==> config.mk <==
export PLATFORM = sky130hd
export DESIGN_NAME = bin_to_bcd_serial
export DESIGN_NICKNAME = d
export VERILOG_FILES = /design/src/rtl/bin_to_bcd_serial.sv
export SDC_FILE = /design/constraint.sdc
export NUM_CORES = 1
export LEC_CHECK = 0
export ABC_AREA = 1
export BUFFER_PORTS_ARGS = -buffer_cell sky130_fd_sc_hd__buf_2
export CAP_MARGIN = 20
export CORE_MARGIN = 2
export CORE_UTILIZATION = 33
export CTS_CLUSTER_SIZE = 10
export DETAILED_ROUTE_END_ITERATION = 7
export SYNTH_ARGS = -nofsm -noshare
export SYNTH_HDL_FRONTEND = slang
export SYNTH_SLANG_ARGS = --single-unit
==> constraint.sdc <==
create_clock -name clk -period 3 [get_ports clk]
set_input_delay 0.3 -clock clk [delete_from_list [all_inputs] [get_ports clk]]
set_output_delay 0.3 -clock clk [all_outputs]
set_load 0.02 [all_outputs]
==> src/rtl/bin_to_bcd_serial.sv <==
// Purpose : serial double-dabble binary-to-BCD converter with a digit read port
//           and leading-zero blanking for the frequency display.
// Latency : done rises BIN_WIDTH+1 edges after the edge that accepts start;
//           one conversion per BIN_WIDTH+2 cycles when start is held high.
// Backpressure: none. start is only sampled in IDLE and is ignored, not queued,
//           while busy. bcd_out/overflow hold their value between done pulses.
//
// Ports:
//   clk, rst_n        : clock (rising edge), asynchronous active-low reset
//   start, bin_in     : conversion request and binary value (captured on accept)
//   busy, done        : conversion in flight / single-cycle result-update pulse
//   overflow, bcd_out : saturation flag and packed BCD result (digit 0 = [3:0])
//   digit_sel         : digit index for the read port, 0 = units
//   digit_out         : selected BCD digit (combinational from bcd_out)
//   digit_blank       : selected digit is a leading zero (combinational)

module bin_to_bcd_serial #(
  parameter  int BIN_WIDTH = 24,
  parameter  int DIGITS    = 8,
  localparam int SEL_W     = $clog2(DIGITS)
) (
  input  logic                  clk,
  input  logic                  rst_n,
  input  logic                  start,
  input  logic [BIN_WIDTH-1:0]  bin_in,
  output logic                  busy,
  output logic                  done,
  output logic                  overflow,
  output logic [4*DIGITS-1:0]   bcd_out,
  input  logic [SEL_W-1:0]      digit_sel,
  output logic [3:0]            digit_out,
  output logic                  digit_blank
);

  localparam int BCD_W = 4 * DIGITS;
  localparam int CNT_W = $clog2(BIN_WIDTH + 1);

  typedef enum logic [1:0] {
    ST_IDLE  = 2'd0,
    ST_SHIFT = 2'd1,
    ST_DONE  = 2'd2
  } state_e;

  state_e               state_q;
  logic [BIN_WIDTH-1:0] bin_q;
  logic [BCD_W-1:0]     bcd_q;
  logic                 ovf_acc_q;
  logic [CNT_W-1:0]     cnt_q;
  logic                 busy_q;
  logic                 done_q;
  logic                 overflow_q;
  logic [BCD_W-1:0]     bcd_out_q;

  // Next working-register values for one SHIFT step.
  logic [BCD_W-1:0]     bcd_adj;
  logic [BCD_W-1:0]     bcd_shift_d;
  logic [BIN_WIDTH-1:0] bin_shift_d;
  logic                 ovf_shift_d;

  // One double-dabble step: every nibble >= 5 gets +3 in parallel, then the
  // whole {bcd, bin} word shifts left. A 1 leaving the top BCD nibble means
  // the value no longer fits in DIGITS digits, so it is sticky-ORed into the
  // overflow accumulator.
  always_comb begin
    bcd_adj = bcd_q;
    for (int i = 0; i < DIGITS; i++) begin
      if (bcd_q[4*i +: 4] >= 4'd5) begin
        bcd_adj[4*i +: 4] = bcd_q[4*i +: 4] + 4'd3;
      end
    end
    {bcd_shift_d, bin_shift_d} = {bcd_adj[BCD_W-2:0], bin_q, 1'b0};
    ovf_shift_d = ovf_acc_q | bcd_adj[BCD_W-1];
  end

  // Control FSM. All outputs are registered here so the display side only
  // ever sees complete, stable results.
  always_ff @(posedge clk or negedge rst_n) begin
    if (!rst_n) begin
      state_q    <= ST_IDLE;
      bin_q      <= '0;
      bcd_q      <= '0;
      ovf_acc_q  <= 1'b0;
      cnt_q      <= '0;
      busy_q     <= 1'b0;
      done_q     <= 1'b0;
      overflow_q <= 1'b0;
      bcd_out_q  <= '0;
    end else begin
      done_q <= 1'b0;
      case (state_q)
        ST_IDLE: begin
          if (start) begin
            bin_q     <= bin_in;
            bcd_q     <= '0;
            ovf_acc_q <= 1'b0;
            cnt_q     <= CNT_W'(BIN_WIDTH);
            busy_q    <= 1'b1;
            state_q   <= ST_SHIFT;
          end
        end

        ST_SHIFT: begin
          bcd_q     <= bcd_shift_d;
          bin_q     <= bin_shift_d;
          ovf_acc_q <= ovf_shift_d;
          cnt_q     <= cnt_q - CNT_W'(1);
          // cnt_q == 1 marks the last of BIN_WIDTH shift steps.
          if (cnt_q == CNT_W'(1)) begin
            state_q <= ST_DONE;
          end
        end

        ST_DONE: begin
          // Out-of-range values saturate to all nines rather than showing a
          // truncated (and misleading) low-order result.
          if (ovf_acc_q) begin
            bcd_out_q <= {DIGITS{4'h9}};
          end else begin
            bcd_out_q <= bcd_q;
          end
          overflow_q <= ovf_acc_q;
          done_q     <= 1'b1;
          busy_q     <= 1'b0;
          state_q    <= ST_IDLE;
        end

        default: begin
          busy_q  <= 1'b0;
          state_q <= ST_IDLE;
        end
      endcase
    end
  end

  assign busy     = busy_q;
  assign done     = done_q;
  assign overflow = overflow_q;
  assign bcd_out  = bcd_out_q;

  // Digit read port. A digit is a leading zero when it and every more
  // significant digit are zero; the units digit is exempt so a value of 0
  // still shows a single "0". Indices past the last digit read as blank zero.
  logic upper_nz;

  always_comb begin
    digit_out = 4'd0;
    upper_nz  = 1'b0;
    for (int i = 0; i < DIGITS; i++) begin
      if (SEL_W'(i) == digit_sel) begin
        digit_out = bcd_out_q[4*i +: 4];
      end
      if ((i >= int'(digit_sel)) && (bcd_out_q[4*i +: 4] != 4'd0)) begin
        upper_nz = 1'b1;
      end
    end
  end

  assign digit_blank = (digit_sel != '0) && !upper_nz;

endmodule

# After elaboration in Yosys (flattened, before gate mapping)
# Cells that the tools add are included.
# totals
register_bits,99
input_bits,30
elab_cells,110
# op_classes
addsub,9
n_lt_le_gt_ge,15
eq_ne,12
muxes,39
n_bitwise,2
reduce_logical,24
# op_table
cell,count
32-bit 2-to-1 mux,2
4-bit 2-to-1 mux,16
32-bit one-hot mux with 2 select lines,1
24-bit one-hot mux with 2 select lines,1
4-bit by 2-bit adder with 4-bit output (second input constant),8
4-bit by 3-bit >= comparator with 1-bit output (second input constant),8
4-bit nonzero test,8
24-bit 2-to-1 mux,1
3-bit == test (first input constant),4
1-bit 2-to-1 mux,11
5-bit one-hot mux with 2 select lines,1
3-bit >= comparator (first input constant),3
1-bit logical AND,8
2-bit by 3-bit == test with 1-bit output (first input constant),2
1-bit by 3-bit >= comparator with 1-bit output (first input constant),2
2-bit by 3-bit >= comparator with 1-bit output (first input constant),2
2-bit AND reduction,3
5-bit by 1-bit == test with 1-bit output (second input constant),1
5-bit 2-to-1 mux,1
5-bit by 1-bit subtractor with 5-bit output (second input constant),1
2-bit 2-to-1 mux,2
2-bit inequality test (second input constant),2
1-bit one-hot mux with 2 select lines,2
2-bit one-hot mux with 2 select lines,1
other kinds (10),10

# Logic depth before layout (Yosys ltp)
# depth
depth_word,12
mapped_depth,10
depth_no_buf,10

# Worst setup path after synthesis
# No wires, ideal clock.
# synth_path
path_type,input -> output
start,input digit_sel[0]
end,output digit_out[3]
arrival_ns,1.179
t_required_ns,2.700
setup_slack_ns,1.521
path_stages,7
path_buffers,1
cell_sequence,buf_2 > clkinv_1 > nor2_1 > nand2_1 > nand2_1 > nor2_1 > nand2_1
# synth_via
elab_chain_len,9
# synth_lines
item,line_no,rtl
start: declaration,30,"input logic [SEL_W-1:0] digit_sel,"
3-bit zero test,149,if (SEL_W'(i) == digit_sel) begin
4-bit 2-to-1 mux (7 in a row),149,
4-bit 2-to-1 mux *,149,
end: declaration,31,"output logic [3:0] digit_out,"
# Every way passes the cells marked *; elsewhere a longest branch is shown, timed or not.

# Worst setup path in the final report
# layout_path
start,register state_q[1]
end,register bcd_out_q[24] (netlist: bcd_out[24])
# layout_via
elab_chain_len,1
# layout_lines
item,line_no,rtl
start: declaration,44,state_e state_q;
start signal: assignment,79,state_q <= ST_IDLE;
start signal: assignment,98,state_q <= ST_SHIFT;
start signal: assignment,109,state_q <= ST_DONE;
2-bit == test,90,case (state_q)
end signal: assignment,117,bcd_out_q <= {DIGITS{4'h9}};
end signal: assignment,119,bcd_out_q <= bcd_q;
end: declaration,52,logic [BCD_W-1:0] bcd_out_q;
# Every way passes these cells.
# A chain may end at the register's enable or synchronous reset.

==> results by group <==
Run status
  • Status: finished, final reports clean

Global routing
  • Total Routing Usage GR: 0.154
  • Initial antenna violation count: 0
  • Global-route wire length before repair: 19.8 mm
  • Grt ovf: 0
  • Largest net degree at the start of global routing: 50
  • Vias in the first global route: 4,000

Power
  • Leak pwr: 2.88 nW
  • Worst vdd ir: 0.342 mV
  • Power density over the cells: 1030 nW/µm²

Worst setup path
  • Delay-heaviest family, CP: simple AND/OR/NAND/NOR gates
  • Max incr delay on CP: 430 ps
  • Critical path class: reg2reg
  • WP buf/inv: 2
  • Critical Path RT: 3200 ps
  • Worst setup EP type: register
  • Slowest cell on the critical path: nor2_4
  • Maximum fanout along the worst path: 18
  • Cell chain of the critical path: inv_1 -> nor2_4 -> nand2_2 -> inv_2 -> a22oi_1
  • Worst Path Arrival: 2180 ps
  • CP Launch Type: register

STA
  • Slew HR: 0.567
  • Final Max Tran Viols: 0
  • WHS: 147 ps
  • Setup TNS Final: 0 ps
  • Period minus WS final: 1970 ps
  • Final period util: 0.658
  • Max Freq: 507 MHz
  • Tightest Pin Transition: 650 ps
  • RSZ-0062 raised after global routing: no
  • Final Hold Viols: 0
  • Layout Skew: 7.06 ps
  • Final setup vio count: 0

Flow run
  • Max-cap violations: 0

Yosys
  • Synthesized area per cell: 8.37 µm²
  • Post-synth cell types: 23
  • Cells after Synth: 591
  • Post-Syn Area: 4950 µm²
  • Register area share after synthesis: 0.501
  • Main synth FF type: dfrtp_1
  • Synthesis-stage register bit count: 99
  • Yosys warns: 0
  • EDFF count, synth: 0
  • Synth async-reset ratio: 1.00
  • Net Count, Synth: 639

Finish
  • Ant diodes: 0
  • Core Util, Final: 0.397
  • Sequential cell area: 2480 µm²
  • FILL cells: 1,470
  • Final nets: 705
  • Non-Filler Instances: 846
  • Area occupied by multi-input gates: 2020 µm²
  • Share of layout cells above drive strength 1: 0.151
  • Most frequent cells in the layout: nand2_1, dfrtp_1, inv_1
  • Commonest non-fill, non-tap cell in the layout: nand2_1
  • Fin area: 5790 µm²
  • P&R area growth vs syn: 17.0%

Place
  • Global placer's final weighted congestion: 0.915
  • PortBufs: 69
  • Area post-placement: 5450 µm²
  • Placed insts: 829
  • Hpwl dp: 8.66 mm

Die
  • Die Footprint: 16,000 µm²
  • Core area: 14,600 µm²
  • Ports: 70
  • Die width: 126 µm
  • Die H: 126 µm
  • Num rows: 44
  • Initial core utilization: 0.339

Clock network
  • Total number of H-tree levels: 3
  • Clock Latency Late Sink: 350 ps
  • CTS Buffer Depth: 2
  • CTS tree: done
  • Sink Count: 99
  • Clock Tree Root: clkbuf_16
  • Gates resized, CTS repair: 0
  • Clock edge transition at the registers on the reported setup and hold paths: 70 ps
  • Num CTS Buffers: 9

Detailed routing
  • Initial DRC count: 269
  • Final WL: 12.1 mm
  • DR vias: 4,282
  • Avg WL per Cell: 14.3 µm
  • TritonRoute pass-1 iters: 4
  • Post-route DRC: 0
  • Final ANT Viol Nets: 0
  • Vias per cell: 5.06

Worst hold path
  • Min-delay worst type: in2reg
## sequential cells by signal (all words and copies together), names as in the netlist
register   flops
bcd_out       32
bcd_q         32
bin_q         24
busy           1
cnt_q          5
done           1
overflow       1
ovf_acc_q      1
state_q        2
## layer usage
layer	vias to the layer above	GRT usage	part of all wire
met4	0	0.0569	0.019
met5	-	0	0
li1	2083	-	-
met2	140	0.234	0.44
met3	20	0.0358	0.058
met1	2039	0.214	0.48
## where the power goes
part           total [W]  switching (W)  internal (W)
clock            0.00126       0.000503      0.000758
combinational    0.00245        0.00156      0.000883
sequential       0.00223       0.000366       0.00187
## layout make-up
class / instances / area share
tap: 184 / 0.0398
inverter: 87 / 0.0564
sequential: 99 / 0.428
clock inverter: 5 / 0.0149
timing repair buffer: 76 / 0.0696
multi-input combinational: 384 / 0.349
clock buffer: 11 / 0.0419
## kinds of logic after synthesis
kind of cell	Yosys count	share of synthesized area
XOR/XNOR	8	0.0142
buffers and inverters	108	0.0908
AND/OR/NAND/NOR	217	0.186
adder cells (fa/ha/maj)	18	0.0455
flip-flops	99	0.501
AO/OA/AOI/OAI	141	0.163
## per-stage QoR
step	total power, W	worst slack (ps)
after floorplan	0.00405	1520
after global placement	0.00461	1030
after detailed placement	0.00471	986
after CTS	0.00599	973
after global routing	0.00646	860
final	0.00594	1030
## worst register-to-register path: cells and delay by family, from the launching register on
family	cells	cell delay (ps)
flops	1	390
compound gates	1	130
simple gates	2	840
buf+inv	2	470
## worst paths after layout
kind / end / from / slack (ps) / depth (start not counted)
min: bin_q[0] / bin_in[0] / 150 / 3
max reg2reg: bcd_out[24] / state_q[1] / 1030 / 5
max in group asynchronous: bcd_q[24] / rst_n / 1770 / 3
min reg2reg: bin_q[0] / bin_q[0] / 480 / 2
min in group asynchronous: bcd_q[19] / rst_n / 520 / 2
max: bcd_out[24] / state_q[1] / 1030 / 5
## synth_stat cells, drive strengths merged, types with 2 or more instances
cell type	instances	area share
a22oi	24	0.036
o21ai	73	0.074
ha	18	0.046
a21oi	13	0.013
dfrtp	99	0.50
nor3	2	0.0020
nand3	36	0.036
nand4	12	0.015
o22ai	30	0.038
nand2	116	0.089
xor2	8	0.014
buf	20	0.024
nor2	51	0.043
inv	86	0.065
## timing repair
item,4_1_cts,5_1_grt
hold buffers,1,0
setup endpoints to repair,0,0
setup buffers,0,0
endpoints found under the hold margin,3,0
Note: power is estimated with default switching activity, not from simulation.
